[config.mk]
export PLATFORM = sky130hd
export DESIGN_NAME = tp_exec_unit
export DESIGN_NICKNAME = d
export VERILOG_FILES = /design/src/rtl/tp_exec_unit.sv
export SDC_FILE = /design/constraint.sdc
export NUM_CORES = 1
export LEC_CHECK = 0
export BUFFER_PORTS_ARGS = -buffer_cell sky130_fd_sc_hd__buf_4
export CAP_MARGIN = 10
export CORE_AREA = 2 2 124 90
export CTS_CLUSTER_DIAMETER = 50
export DETAILED_ROUTE_END_ITERATION = 8
export DIE_AREA = 0 0 126 92
export MAX_ROUTING_LAYER = met4
export PLACE_DENSITY = 0.65
export SYNTH_ARGS = -nofsm -noshare
export SYNTH_HDL_FRONTEND = slang
export SYNTH_SLANG_ARGS = --single-unit
[constraint.sdc]
create_clock -name clk -period 3.05 [get_ports clk]
set_input_delay 0.4575 -clock clk [delete_from_list [all_inputs] [get_ports clk]]
set_output_delay 0.4575 -clock clk [all_outputs]
set_load 0.1 [all_outputs]
[src/rtl/tp_exec_unit.sv]
// tp_exec_unit: memory-to-memory execute engine for the TP-ISA core.
// Accepts one decoded instruction per handshake. It reads the operands over a
// single-port request/ack memory interface, runs the ALU, updates the S/Z/C/V
// flags, writes the result back, evaluates branches and holds the BAR.
// Opcodes: 0 add, 1 and, 2 or, 3 xor, 4 not, 5 rl, 6 rr, 7 store,
//          8 br, 9 brn, A bp, F setbar; all others are nops.
// Branch condition fields sit in imm[4:0], so ADDR_W must be at least 5.
module tp_exec_unit #(
   parameter int DATA_W = 8,
   parameter int ADDR_W = 8
) (
   input  logic                      clk,
   input  logic                      rst,
   input  logic                      instr_valid,
   output logic                      instr_ready,
   input  logic [8+2*ADDR_W-1:0]     instr,
   output logic                      mem_req,
   output logic                      mem_we,
   output logic [ADDR_W-1:0]         mem_addr,
   output logic [DATA_W-1:0]         mem_wdata,
   input  logic [DATA_W-1:0]         mem_rdata,
   input  logic                      mem_ack,
   output logic                      br_taken,
   output logic [ADDR_W-1:0]         br_target,
   output logic [3:0]                flags,
   output logic [ADDR_W-1:0]         bar
);

   localparam int IW = 8 + 2*ADDR_W;

   localparam logic [3:0] OP_ADD    = 4'h0;
   localparam logic [3:0] OP_AND    = 4'h1;
   localparam logic [3:0] OP_OR     = 4'h2;
   localparam logic [3:0] OP_XOR    = 4'h3;
   localparam logic [3:0] OP_NOT    = 4'h4;
   localparam logic [3:0] OP_RL     = 4'h5;
   localparam logic [3:0] OP_RR     = 4'h6;
   localparam logic [3:0] OP_STORE  = 4'h7;
   localparam logic [3:0] OP_BR     = 4'h8;
   localparam logic [3:0] OP_BRN    = 4'h9;
   localparam logic [3:0] OP_BP     = 4'hA;
   localparam logic [3:0] OP_SETBAR = 4'hF;

   typedef enum logic [2:0] {S_IDLE, S_RD1, S_RD2, S_EXEC, S_WR, S_BR} state_t;

   state_t              state, state_nx;
   logic [IW-1:0]       ir;
   logic [DATA_W-1:0]   op_a, op_b, res_q;
   logic [3:0]          flags_q;      // {S,Z,C,V}
   logic [ADDR_W-1:0]   bar_q;

   // Latched instruction fields; only these drive the operation after accept.
   logic [3:0]          op, in_op;
   logic                bm_w, bm_c, bm_s, bm_b;
   logic [ADDR_W-1:0]   a1, a2, ea1, ea2;
   logic                is_binary;
   logic [DATA_W-1:0]   imm_ext;

   assign op                      = ir[IW-1 -: 4];
   assign {bm_w, bm_c, bm_s, bm_b} = ir[IW-5 -: 4];
   assign a1                      = ir[2*ADDR_W-1 -: ADDR_W];
   assign a2                      = ir[ADDR_W-1:0];
   assign in_op                   = instr[IW-1 -: 4];
   assign ea1                     = bm_b ? a1 + bar_q : a1;
   assign ea2                     = bm_b ? a2 + bar_q : a2;
   assign is_binary               = (op == OP_ADD) || (op == OP_AND) ||
                                    (op == OP_OR)  || (op == OP_XOR);
   assign imm_ext                 = DATA_W'(a2);

   // ALU result, carry and overflow computed from the latched operands.
   logic [DATA_W:0]     alu_sum;
   logic [DATA_W-1:0]   alu_r;
   logic                alu_c, alu_v;

   // Combinational ALU evaluated during EXEC.
   always_comb begin
      alu_sum = {1'b0, op_a} + {1'b0, op_b} + {{DATA_W{1'b0}}, bm_c & flags_q[1]};
      alu_r   = '0;
      alu_c   = 1'b0;
      alu_v   = 1'b0;
      case (op)
         OP_ADD: begin
            alu_r = alu_sum[DATA_W-1:0];
            alu_c = alu_sum[DATA_W];
            alu_v = (op_a[DATA_W-1] == op_b[DATA_W-1]) &&
                    (alu_sum[DATA_W-1] != op_a[DATA_W-1]);
         end
         OP_AND: alu_r = op_a & op_b;
         OP_OR:  alu_r = op_a | op_b;
         OP_XOR: alu_r = op_a ^ op_b;
         OP_NOT: alu_r = ~op_a;
         OP_RL: begin
            alu_r = {op_a[DATA_W-2:0], op_a[DATA_W-1]};
            alu_c = op_a[DATA_W-1];
         end
         OP_RR: begin
            alu_r = {op_a[0], op_a[DATA_W-1:1]};
            alu_c = op_a[0];
         end
         default: alu_r = '0;
      endcase
   end

   // State register; reset aborts any instruction in flight.
   always_ff @(posedge clk or posedge rst) begin
      if (rst) state <= S_IDLE;
      else     state <= state_nx;
   end

   // Next-state logic. Handshakes: instr transfers on a cycle with
   // instr_valid & instr_ready; a memory access holds mem_req/we/addr/wdata
   // until the cycle mem_ack is high, which completes it.
   always_comb begin
      state_nx = state;
      case (state)
         S_IDLE: begin
            if (instr_valid) begin
               case (in_op)
                  OP_ADD, OP_AND, OP_OR, OP_XOR,
                  OP_NOT, OP_RL, OP_RR:       state_nx = S_RD1;
                  OP_STORE:                   state_nx = S_WR;
                  OP_BR, OP_BRN, OP_BP:       state_nx = S_BR;
                  default:                    state_nx = S_IDLE;
               endcase
            end
         end
         S_RD1:   if (mem_ack) state_nx = is_binary ? S_RD2 : S_EXEC;
         S_RD2:   if (mem_ack) state_nx = S_EXEC;
         S_EXEC:  state_nx = bm_w ? S_WR : S_IDLE;
         S_WR:    if (mem_ack) state_nx = S_IDLE;
         S_BR:    state_nx = S_IDLE;
         default: state_nx = S_IDLE;
      endcase
   end

   // Datapath registers: instruction latch, operands, result, flags, BAR.
   always_ff @(posedge clk or posedge rst) begin
      if (rst) begin
         ir      <= '0;
         op_a    <= '0;
         op_b    <= '0;
         res_q   <= '0;
         flags_q <= '0;
         bar_q   <= '0;
      end else begin
         if (state == S_IDLE && instr_valid) begin
            ir <= instr;
            if (in_op == OP_SETBAR) bar_q <= instr[2*ADDR_W-1 -: ADDR_W];
         end
         if (state == S_RD1 && mem_ack) op_a <= mem_rdata;
         if (state == S_RD2 && mem_ack) op_b <= mem_rdata;
         if (state == S_EXEC) begin
            res_q <= alu_r;
            if (bm_s) flags_q <= {alu_r[DATA_W-1], alu_r == '0, alu_c, alu_v};
         end
      end
   end

   // Outputs decoded from the current state and latched fields.
   always_comb begin
      instr_ready = (state == S_IDLE);
      mem_req     = (state == S_RD1) || (state == S_RD2) || (state == S_WR);
      mem_we      = (state == S_WR);
      mem_addr    = (state == S_RD2) ? ea2 : ea1;
      mem_wdata   = (op == OP_STORE) ? imm_ext : res_q;
      br_target   = ea1;
      br_taken    = 1'b0;
      if (state == S_BR) begin
         if (op == OP_BP) br_taken = 1'b1;
         else             br_taken = (|(flags_q & a2[3:0])) ^ a2[4];
      end
      flags       = flags_q;
      bar         = bar_q;
   end

endmodule
# ---- Word level (Yosys, flattened, before mapping)
# Memory sizes are Yosys's and may differ from the RTL's.
# Cells that the tools add are included.
# W data, S select, Z words.
dict set report totals {
  mem_bits_rw 0
  n_memories 1
  elab_cells 71
  latchBits 0
  rom_bits 32
  register_bits 63
  in_bits 36
  output_inout_bits 40
}
dict set report op_classes {
  eq_ne 20
  n_mul 0
  bitwise_logic 7
  n_reduce_logical 16
  shifts 0
  n_lt_le_gt_ge 0
  n_addsub 4
  div_mod_pow 0
  n_mux 16
}
# name depth width read_ports rd_clocked_by_memory_dff wr line
set memory_table {}
lappend memory_table {{(no name shown)} 16 2 1 0 0 118} ;# case (in_op)
# cell n
set op_table {}
lappend op_table {{$pmux W8 S7} 1}
lappend op_table {{$mux W8} 4}
lappend op_table {{$add A8 B8 Y8} 2}
lappend op_table {{$eq A4 B3 Y1 const B} 4}
lappend op_table {{$mux W3} 5}
lappend op_table {{$pmux W3 S5} 1}
lappend op_table {{$add A8 B8 Y9} 1}
lappend op_table {{$add A9 B1 Y9} 1}
lappend op_table {{$and A8 B8 Y8} 1}
lappend op_table {{$eq A4 B2 Y1 const B} 2}
lappend op_table {{$eq A4 B4 Y1 const B} 2}
lappend op_table {{$logic_not A8 Y1} 1}
lappend op_table {{$not A8 Y8} 1}
lappend op_table {{$or A8 B8 Y8} 1}
lappend op_table {{$xor A8 B8 Y8} 1}
lappend op_table {{$eq A3 B2 Y1 const B} 2}
lappend op_table {{$eq A3 B3 Y1 const B} 2}
lappend op_table {{$ne A2 B2 Y1 const B} 3}
lappend op_table {{$logic_or A1 B1 Y1} 5}
lappend op_table {{$and A4 B4 Y4} 1}
lappend op_table {{$eq A4 B1 Y1 const B} 1}
lappend op_table {{$logic_and A1 B1 Y1} 4}
lappend op_table {{$logic_not A4 Y1} 1}
lappend op_table {{$mux W1} 4}
lappend op_table {{other kinds (11)} 12}

# ---- Logic depth before layout (Yosys ltp)
# Gate-level depths: netlist of the first run.
dict set report depth {
  word_depth 7
  depth_mapped 10
  depth_no_buf 10
}

# ---- Least setup slack after synthesis of the first run
# OpenSTA, ideal clock, no wires.
dict set report synth_timing {
  kind {register to output}
  startpoint {reg bar_q[2], in the netlist bar[2]}
  endpoint {out br_target[6]}
  setup_slack_ns -2.872
  stages_incl_launch_ff 7
  arrival_time_ns 5.464
  cell_sequence {dfrtp_1 > ha_1 > nor2b_1 > o21ai_0 > a21boi_0 > o21a_1 > o311ai_0}
}
dict set report synth_between {
  elab_chain_cells 2
}
# element line
set synth_lines {}
lappend synth_lines {{start, declared} 50} ;# logic [ADDR_W-1:0] bar_q;
lappend synth_lines {{start signal, assigned} 148} ;# if (in_op == OP_SETBAR) bar_q <= instr[2*ADDR_W-1 -: ADDR_W];
lappend synth_lines {{$add A8 B8 Y8} 64} ;# assign ea1 = bm_b ? a1 + bar_q : a1;
lappend synth_lines {{$mux W8} 64}
lappend synth_lines {{end, declared} 24} ;# output logic [ADDR_W-1:0] br_target,
# No other way between the ends.

# ---- Worst setup path in the final report of the first run
dict set report layout_timing {
  startpoint {reg bar_q[0], in the netlist bar[0]}
  endpoint {out mem_addr[7]}
}
dict set report layout_between {
  elab_chain_cells 3
  elab_cells_between_ends 5
}
# element line
set layout_lines {}
lappend layout_lines {{$add A8 B8 Y8 (on tied branches)} {64, 65}}
lappend layout_lines {{$mux W8 (on tied branches)} {64, 65}}
lappend layout_lines {{$mux W8 *} 164} ;# mem_addr = (state == S_RD2) ? ea2 : ea1;
lappend layout_lines {{end, declared} 19} ;# output logic [ADDR_W-1:0] mem_addr,
# Mark *: on every way between the ends. The rest lies on a longest branch, timed or not.

==> impl_metrics.env, run 1 <==
export IMPL_outcome="finished with violations"
export IMPL_violations="negative setup slack"
export IMPL_fin_util_pct=56.8
export IMPL_syn_area_sq_um=4580
export IMPL_die_h_um=92
export IMPL_cts_tree="yes"
export IMPL_h_tree_depth=3
export IMPL_nFillCells=930
export IMPL_drc_errors=0
export IMPL_synth_seq_area_share_pct=34.4
export IMPL_drtIter0Drc=374
export IMPL_post_route_min_period_ps=3130
export IMPL_clk_pin_slew_ps=60
export IMPL_layout_area_overhead_vs_synth_pct=31.0
export IMPL_dr_pass1_iters=5
export IMPL_fin_crit_sh_pct=103
export IMPL_crit_path_max_fanout=4
export IMPL_vias_per_cell=5.67
export IMPL_rows=32
export IMPL_die_w_um=126
export IMPL_slew_violations=0
export IMPL_grt_use_total_pct=23.8
export IMPL_cts_hold_buffers=0
export IMPL_async_flop_share_pct=100
export IMPL_root_buffer="clkbuf_16"
export IMPL_crit_required_ps=2590
export IMPL_ys_ff_latch=63
export IMPL_synth_edf_count=0
export IMPL_drive_gt1_share_pct=34.6
export IMPL_setup_slack_ps=-77.0
export IMPL_r2r_start="flags[1]"
export IMPL_globalRoute_totalOverflow=0
export IMPL_grt_pass1_vias=3960
export IMPL_initial_core_util_pct=43.3
export IMPL_final_common_cell="buf_4"
export IMPL_routed_wl_um=13100
export IMPL_wire_per_inst_um=18.0
export IMPL_final_cell_mix="buf_4, nand2_1, dfrtp_1"
export IMPL_grt_start_max_net_pins=64
export IMPL_maxCapViolCount=0
export IMPL_synth_warnings=0
export IMPL_endpoint_kind="output port"
export IMPL_insertion_delay_ps=330
export IMPL_io_pins=76
export IMPL_postLayoutCellArea_sq_um=6000
export IMPL_place_area_sq_um=5540
export IMPL_tightest_slew_ps=767
export IMPL_cts_buffer_depth=2
export IMPL_synth_fp_nets=575
export IMPL_portBuffers=75
export IMPL_cts_sinks=63
export IMPL_hp_class="in2async"
export IMPL_synthDistinctLibCells=65
export IMPL_dp_slack_ps=203
export IMPL_hold_violations=0
export IMPL_post_synth_cell_area_avg_sq_um=9.07
export IMPL_maxSlewHeadroom_pct=48.8
export IMPL_rrSetupSlack_ps=340
export IMPL_design_die_area_sq_um=11600
export IMPL_reg2reg_depth=10
export IMPL_crit_type="reg2out"
export IMPL_dp_hpwl_um=9700
export IMPL_startpoint_type="register"
export IMPL_synth_cells=505
export IMPL_diodes=0
export IMPL_grt_pass1_wl_um=21200
export IMPL_fin_skew_ps=6.98
export IMPL_globalplace_congestion=0.961
export IMPL_rr_endpoint="flags[2]"
export IMPL_antenna_found_initial=0
export IMPL_setup_viol=1
export IMPL_max_freq_mhz=320
export IMPL_core_sq_um=10600
export IMPL_rsz0062_at_grt="yes"
export IMPL_fin_nets=657
export IMPL_cts_made_buffers=9
export IMPL_detail_route_antenna_nets=0
export IMPL_cp_data_arrival_time_ps=2670
export IMPL_ys_flop_type="dfrtp_1"
export IMPL_vias=4127
cell families (layout without fill, tap and decap cells):
family          after synthesis  after routing  share of synthesized area, %
compound gates              144            144                          19.8
simple gates                142            142                          15.2
flops                        63             63                          34.4
buf+inv                      56            143                          5.35
mux                          52             52                          12.6
fa+ha+maj                    34             34                          9.94
xor+xnor                     14             14                          2.68
critical path: stages, from the launching register on:
cell      delay [ps]
dfrtp_2          460
ha_4             200
a211oi_4         300
o21ai_2          120
a31oi_2          250
xnor2_2          150
mux2_4           330
a211o_4          350
buf_12           170
state kept, by name, indices dropped and copies added, names as in the netlist:
name   count
bar        8
flags      4
ir        24
op_a       8
op_b       8
res_q      8
state      3
worst max path at each step:
stage,start,endpoint,slack (ps),cells past startpoint
floorplan,bar[0],mem_addr[6],-210,9
global placement,bar[2],mem_addr[7],230,8
detailed placement,bar[0],mem_addr[6],200,10
CTS,ir[9],mem_addr[7],-80,8
global route,bar[0],mem_addr[7],-150,8
finish,bar[0],mem_addr[7],-80,8
repair_timing:
action / in CTS / in global routing
setup buffers: 2 / 0
setup endpoints to repair: 5 / 6
pin swaps: 4 / 10
resized for setup: 15 / 25
stage by stage:
| stage | setup TNS (ps) | hold WS [ps] | cells |
|---|---|---|---|
| floorplan | -389 | 444 | 505 |
| global placement | 0 | 464 | 710 |
| detailed placement | 0 | 468 | 710 |
| CTS | -78.4 | 215 | 728 |
| global route | -232 | 215 | 728 |
| finish | -77.0 | 183 | 728 |
layer usage:
metal / track usage [%] / up-vias / share of wire [%]
met5: - / - / 0
met1: 35.7 / 2009 / 50
met2: 32.7 / 132 / 43
li1: - / 1974 / -
met3: 4.96 / 12 / 5.7
met4: 5.77 / 0 / 0.93
cells in the mapped netlist, types with 8 or more instances:
cell      count  area, sq um
xnor2_1       9         78.8
nor3_1        9         45.0
a21oi_1      23          115
a211oi_1      9         67.6
mux2_2       45          507
nand2_1      63          236
dfrtp_1      63         1580
nor2_1       23         86.3
buf_2        11         55.1
o21a_1        8         60.1
ha_1         30          375
o21ai_0      61          305
clkbuf_1      8         30.0
inv_1        32          120
layout make-up:
class                   instances  area (sq um)  area share (%)
clock buffers                  16           292            4.86
inverters                      32           120            2.00
multi-input cells             386          3050            50.8
flip-flops and latches         63          1590            26.4
well taps                     136           170            2.84
repair buffers                 95           787            13.1
Power of run 1 is left out: the tool's default activity adds up to more than one toggle a clock period on the data nets, which glitch-free logic cannot reach.
==> inputs of run 2 (changes only) <==
--- a/config.mk
+++ b/config.mk
@@ -6,13 +6,11 @@
 export NUM_CORES = 1
 export LEC_CHECK = 0
 export BUFFER_PORTS_ARGS = -buffer_cell sky130_fd_sc_hd__buf_4
-export CAP_MARGIN = 10
-export CORE_AREA = 2 2 124 90
+export CORE_AREA = 2 2 100 111
 export CTS_CLUSTER_DIAMETER = 50
 export DETAILED_ROUTE_END_ITERATION = 8
-export DIE_AREA = 0 0 126 92
+export DIE_AREA = 0 0 102 113
 export MAX_ROUTING_LAYER = met4
-export PLACE_DENSITY = 0.65
 export SYNTH_ARGS = -nofsm -noshare
 export SYNTH_HDL_FRONTEND = slang
 export SYNTH_SLANG_ARGS = --single-unit
==> impl_metrics.env, run 2 (synthesis results as in run 1) <==
export IMPL_tightest_slew_ps=921
export IMPL_final_common_cell="buf_4"
export IMPL_drtIter0Drc=154
export IMPL_globalplace_congestion=0.892
export IMPL_timing_setup_tns_ps=-8.75
export IMPL_portBuffers=75
export IMPL_setup_viol=1
export IMPL_hold_start="mem_rdata[2]"
export IMPL_routed_wl_um=12400
export IMPL_maxCapViolCount=0
export IMPL_die_h_um=113
export IMPL_hold_path_end="op_b[2]"
export IMPL_h_tree_depth=3
export IMPL_cts_buffer_depth=2
export IMPL_drive_gt1_share_pct=34.2
export IMPL_core_sq_um=10300
export IMPL_detail_route_antenna_nets=0
export IMPL_final_cell_mix="buf_4, nand2_1, dfrtp_1"
export IMPL_max_freq_mhz=327
export IMPL_diodes=0
export IMPL_setup_slack_ps=-8.75
export IMPL_grt_pass1_wl_um=20100
export IMPL_globalRoute_totalOverflow=0
export IMPL_dr_pass1_iters=4
export IMPL_wire_per_inst_um=17.0
export IMPL_insertion_delay_ps=330
export IMPL_layout_area_overhead_vs_synth_pct=30.6
export IMPL_crit_type="reg2out"
export IMPL_cts_hold_buffers=0
export IMPL_rows=39
export IMPL_hp_class="in2reg"
export IMPL_cp_data_arrival_time_ps=2600
export IMPL_design_die_area_sq_um=11500
export IMPL_crit_path_max_fanout=4
export IMPL_cts_tree="yes"
export IMPL_die_w_um=102
export IMPL_grt_pass1_vias=4022
export IMPL_fin_crit_sh_pct=100
export IMPL_dp_hpwl_um=9290
export IMPL_grt_use_total_pct=23.1
export IMPL_post_route_min_period_ps=3060
export IMPL_regMostFlops="ir"
export IMPL_fin_skew_ps=7.11
export IMPL_root_buffer="clkbuf_16"
export IMPL_r2r_start="flags[1]"
export IMPL_largest_reg_flops=24
export IMPL_rsz0062_at_grt="yes"
export IMPL_outcome="finished with violations"
export IMPL_rr_endpoint="flags[2]"
export IMPL_vias_per_cell=5.44
export IMPL_cts_made_buffers=9
export IMPL_maxSlewHeadroom_pct=38.6
export IMPL_violations="negative setup slack"
export IMPL_initial_core_util_pct=44.3
export IMPL_io_pins=76
export IMPL_reg2reg_depth=10
export IMPL_hold_violations=0
export IMPL_cts_sinks=63
export IMPL_drc_errors=0
export IMPL_slew_violations=0
export IMPL_antenna_found_initial=0
export IMPL_fin_nets=655
export IMPL_rrSetupSlack_ps=250
export IMPL_startpoint_type="register"
export IMPL_vias=3989
export IMPL_nFillCells=959
export IMPL_grt_start_max_net_pins=64
export IMPL_holdPathStages=3
export IMPL_clk_pin_slew_ps=60
export IMPL_crit_required_ps=2590
export IMPL_endpoint_kind="output port"
==> run 2: area by class of cell <==
cell class	instances	area, sq um	share of cell area (%)
timing repair buffer	93	756	12.6
sequential	63	1590	26.5
tap	143	179	2.99
multi-input combinational	386	3040	50.9
clock inverter	5	57.6	0.962
clock buffer	11	243	4.06
inverter	32	120	2.01
==> run 2: worst max-delay path by stage <==
| stage | cells after the start | slack (ps) | end | start |
|---|---|---|---|---|
| after floorplan | 9 | -210 | mem_addr[6] | bar[0] |
| after global placement | 8 | 160 | mem_addr[7] | bar[1] |
| after detailed placement | 8 | 150 | mem_addr[7] | bar[1] |
| after CTS | 8 | -80 | mem_addr[7] | bar[1] |
| after global routing | 8 | -80 | mem_addr[7] | bar[1] |
| final | 8 | -9 | mem_addr[7] | bar[1] |
==> run 2: timing repair <==
action / 4_1_cts / 5_1_grt
setup endpoints to repair: 5 / 5
buffers inserted: 2 / 3
resized for setup: 14 / 21
pin swaps: 4 / 8
==> run 2: per-layer routing <==
metal	vias up	share of wire, %	track usage (%)
li1	1966	-	-
met1	1949	44	28.3
met2	64	52	39.4
met3	10	3.0	2.78
met4	0	0.98	7.29
met5	-	0	-
==> run 2: critical path, stage by stage, from the launching register on <==
cell	delay [ps]
dfrtp_2	440
ha_4	240
a211oi_4	250
o21ai_2	110
a31oi_4	230
xnor2_2	150
mux2_4	330
a211o_4	350
buf_12	170
==> run 2: stage by stage <==
step | std cells | hold slack, ps | utilization (%) | area (sq um) | setup WS, ps
floorplan | 505 | 444 | - | 4790 | -208
global placement | 712 | 462 | 53.2 | 5500 | 164
detailed placement | 712 | 467 | 53.2 | 5500 | 148
CTS | 730 | 333 | 56.7 | 5870 | -84.5
global route | 733 | 354 | 57.8 | 5980 | -79.3
finish | 733 | 340 | 57.8 | 5980 | -8.75
Power of run 2 is left out for the same reason.
==> inputs of run 3 (changes only) <==
==> constraint.sdc (replaced) <==
create_clock -name clk -period 3.05 [get_ports clk]
set_input_delay 0.305 -clock clk [delete_from_list [all_inputs] [get_ports clk]]
set_output_delay 0.305 -clock clk [all_outputs]
set_load 0.1 [all_outputs]
==> impl_metrics.env, run 3 (synthesis results as in run 1) <==
export IMPL_hp_class="in2async"
export IMPL_layout_area_overhead_vs_synth_pct=28.0
export IMPL_place_area_sq_um=5470
export IMPL_design_die_area_sq_um=11500
export IMPL_crit_start="bar[1]"
export IMPL_detail_route_antenna_nets=0
export IMPL_root_buffer="clkbuf_16"
export IMPL_rsz0062_at_grt="yes"
export IMPL_path_cells="ha_4 > a211oi_4 > o21ai_2 > a31oi_1 > xnor2_1 > mux2_2 > a211o_1 > buf_6"
export IMPL_maxCapViolCount=0
export IMPL_vias=3989
export IMPL_die_h_um=113
export IMPL_routed_wl_um=12500
export IMPL_diodes=0
export IMPL_outcome="finished clean"
export IMPL_crit_type="reg2out"
export IMPL_startpoint_type="register"
export IMPL_core_sq_um=10300
export IMPL_h_tree_depth=3
export IMPL_cts_tree="yes"
export IMPL_reg2reg_depth=10
export IMPL_r2r_start="flags[1]"
export IMPL_globalRoute_totalOverflow=0
export IMPL_cts_buffer_depth=2
export IMPL_final_cell_mix="buf_4, nand2_1, o21ai_0, dfrtp_1, mux2_2"
export IMPL_max_freq_mhz=340
export IMPL_fin_nets=651
export IMPL_cts_made_buffers=9
export IMPL_clk_pin_slew_ps=50
export IMPL_portBuffers=75
export IMPL_cp_num_cells=8
export IMPL_cp_slowest_stage_delay_ps=440
export IMPL_regMostFlops="ir"
export IMPL_tightest_slew_ps=812
export IMPL_fin_crit_sh_pct=96.5
export IMPL_insertion_delay_ps=330
export IMPL_antenna_found_initial=0
export IMPL_wire_per_inst_um=17.2
export IMPL_die_w_um=102
export IMPL_cp_data_arrival_time_ps=2640
export IMPL_initial_core_util_pct=44.3
export IMPL_globalplace_congestion=0.933
export IMPL_dp_hpwl_um=9380
export IMPL_fin_skew_ps=4.87
export IMPL_crit_buf_inv=1
export IMPL_slew_violations=0
export IMPL_dr_pass1_iters=4
export IMPL_crit_required_ps=2740
export IMPL_drc_errors=0
export IMPL_grt_pass1_vias=4017
export IMPL_drive_gt1_share_pct=31.7
export IMPL_timing_setup_tns_ps=0
export IMPL_post_route_min_period_ps=2940
export IMPL_hold_ws_ps=55.4
export IMPL_rows=39
export IMPL_grt_use_total_pct=23.5
export IMPL_io_pins=76
export IMPL_hold_violations=0
export IMPL_maxSlewHeadroom_pct=45.8
export IMPL_final_common_cell="buf_4"
export IMPL_largest_reg_flops=24
export IMPL_crit_slowest_cell="dfrtp_2"
export IMPL_grt_start_max_net_pins=64
export IMPL_crit_path_max_fanout=4
export IMPL_endpoint_kind="output port"
export IMPL_grt_pass1_wl_um=20300
export IMPL_cp_top_family="compound AO/OA/AOI/OAI gates"
export IMPL_cts_sinks=63
export IMPL_postLayoutCellArea_sq_um=5870
export IMPL_drtIter0Drc=155
export IMPL_setup_viol=0
export IMPL_vias_per_cell=5.47
## run 3: stage by stage
stage	util [%]	setup WS (ps)	std cells
global route	56.7	-2.80	729
CTS	56.4	15.5	727
floorplan	-	-298	505
global placement	52.9	332	711
finish	56.7	108	729
detailed placement	52.9	307	711
## run 3: what timing repair did
item / CTS / global route
setup endpoints to repair: 1 / 4
pin swaps: 0 / 2
resized for setup: 3 / 7
gates cloned: 0 / 0
buffers inserted: 0 / 2
hold buffers: 0 / 0
## run 3: path summary, 6_finish.rpt
path,endpoint,slack [ps]
setup / recovery,mem_addr[7],110
hold / removal,ir[9],60
setup reg to reg,flags[2],340
hold reg to reg,res_q[2],480
max in group asynchronous,flags[1],2700
min in group clk,ir[1],190
## run 3: per-layer routing
layer  wire (um)  share of wire (%)  GRT usage (%)
met1        5360                 43           27.7
met2        6310                 50           39.2
met3         508                4.1           4.82
met4         359                2.9           9.07
met5           0                  0              -
## run 3: final cells by class
| class | count | area, sq um |
|---|---|---|
| Sequential cell | 63 | 1590 |
| Tap cell | 143 | 179 |
| Fill cell | 941 | 4480 |
| Clock inverter | 6 | 108 |
| Multi-Input combinational cell | 386 | 2950 |
| Inverter | 32 | 120 |
| Clock buffer | 10 | 239 |
| Timing Repair Buffer | 89 | 688 |
## run 3: worst register-to-register path: stages, from the launching register on
cell and delay, ps:
dfrtp_2 420, and2_1 160, fa_1 380, inv_1 80, fa_1 240, nor2b_4 50, o31a_1 290, or4b_1 470
a31oi_1 170, nor3_1 100, a41o_1 240
Power of run 3 is left out for the same reason.
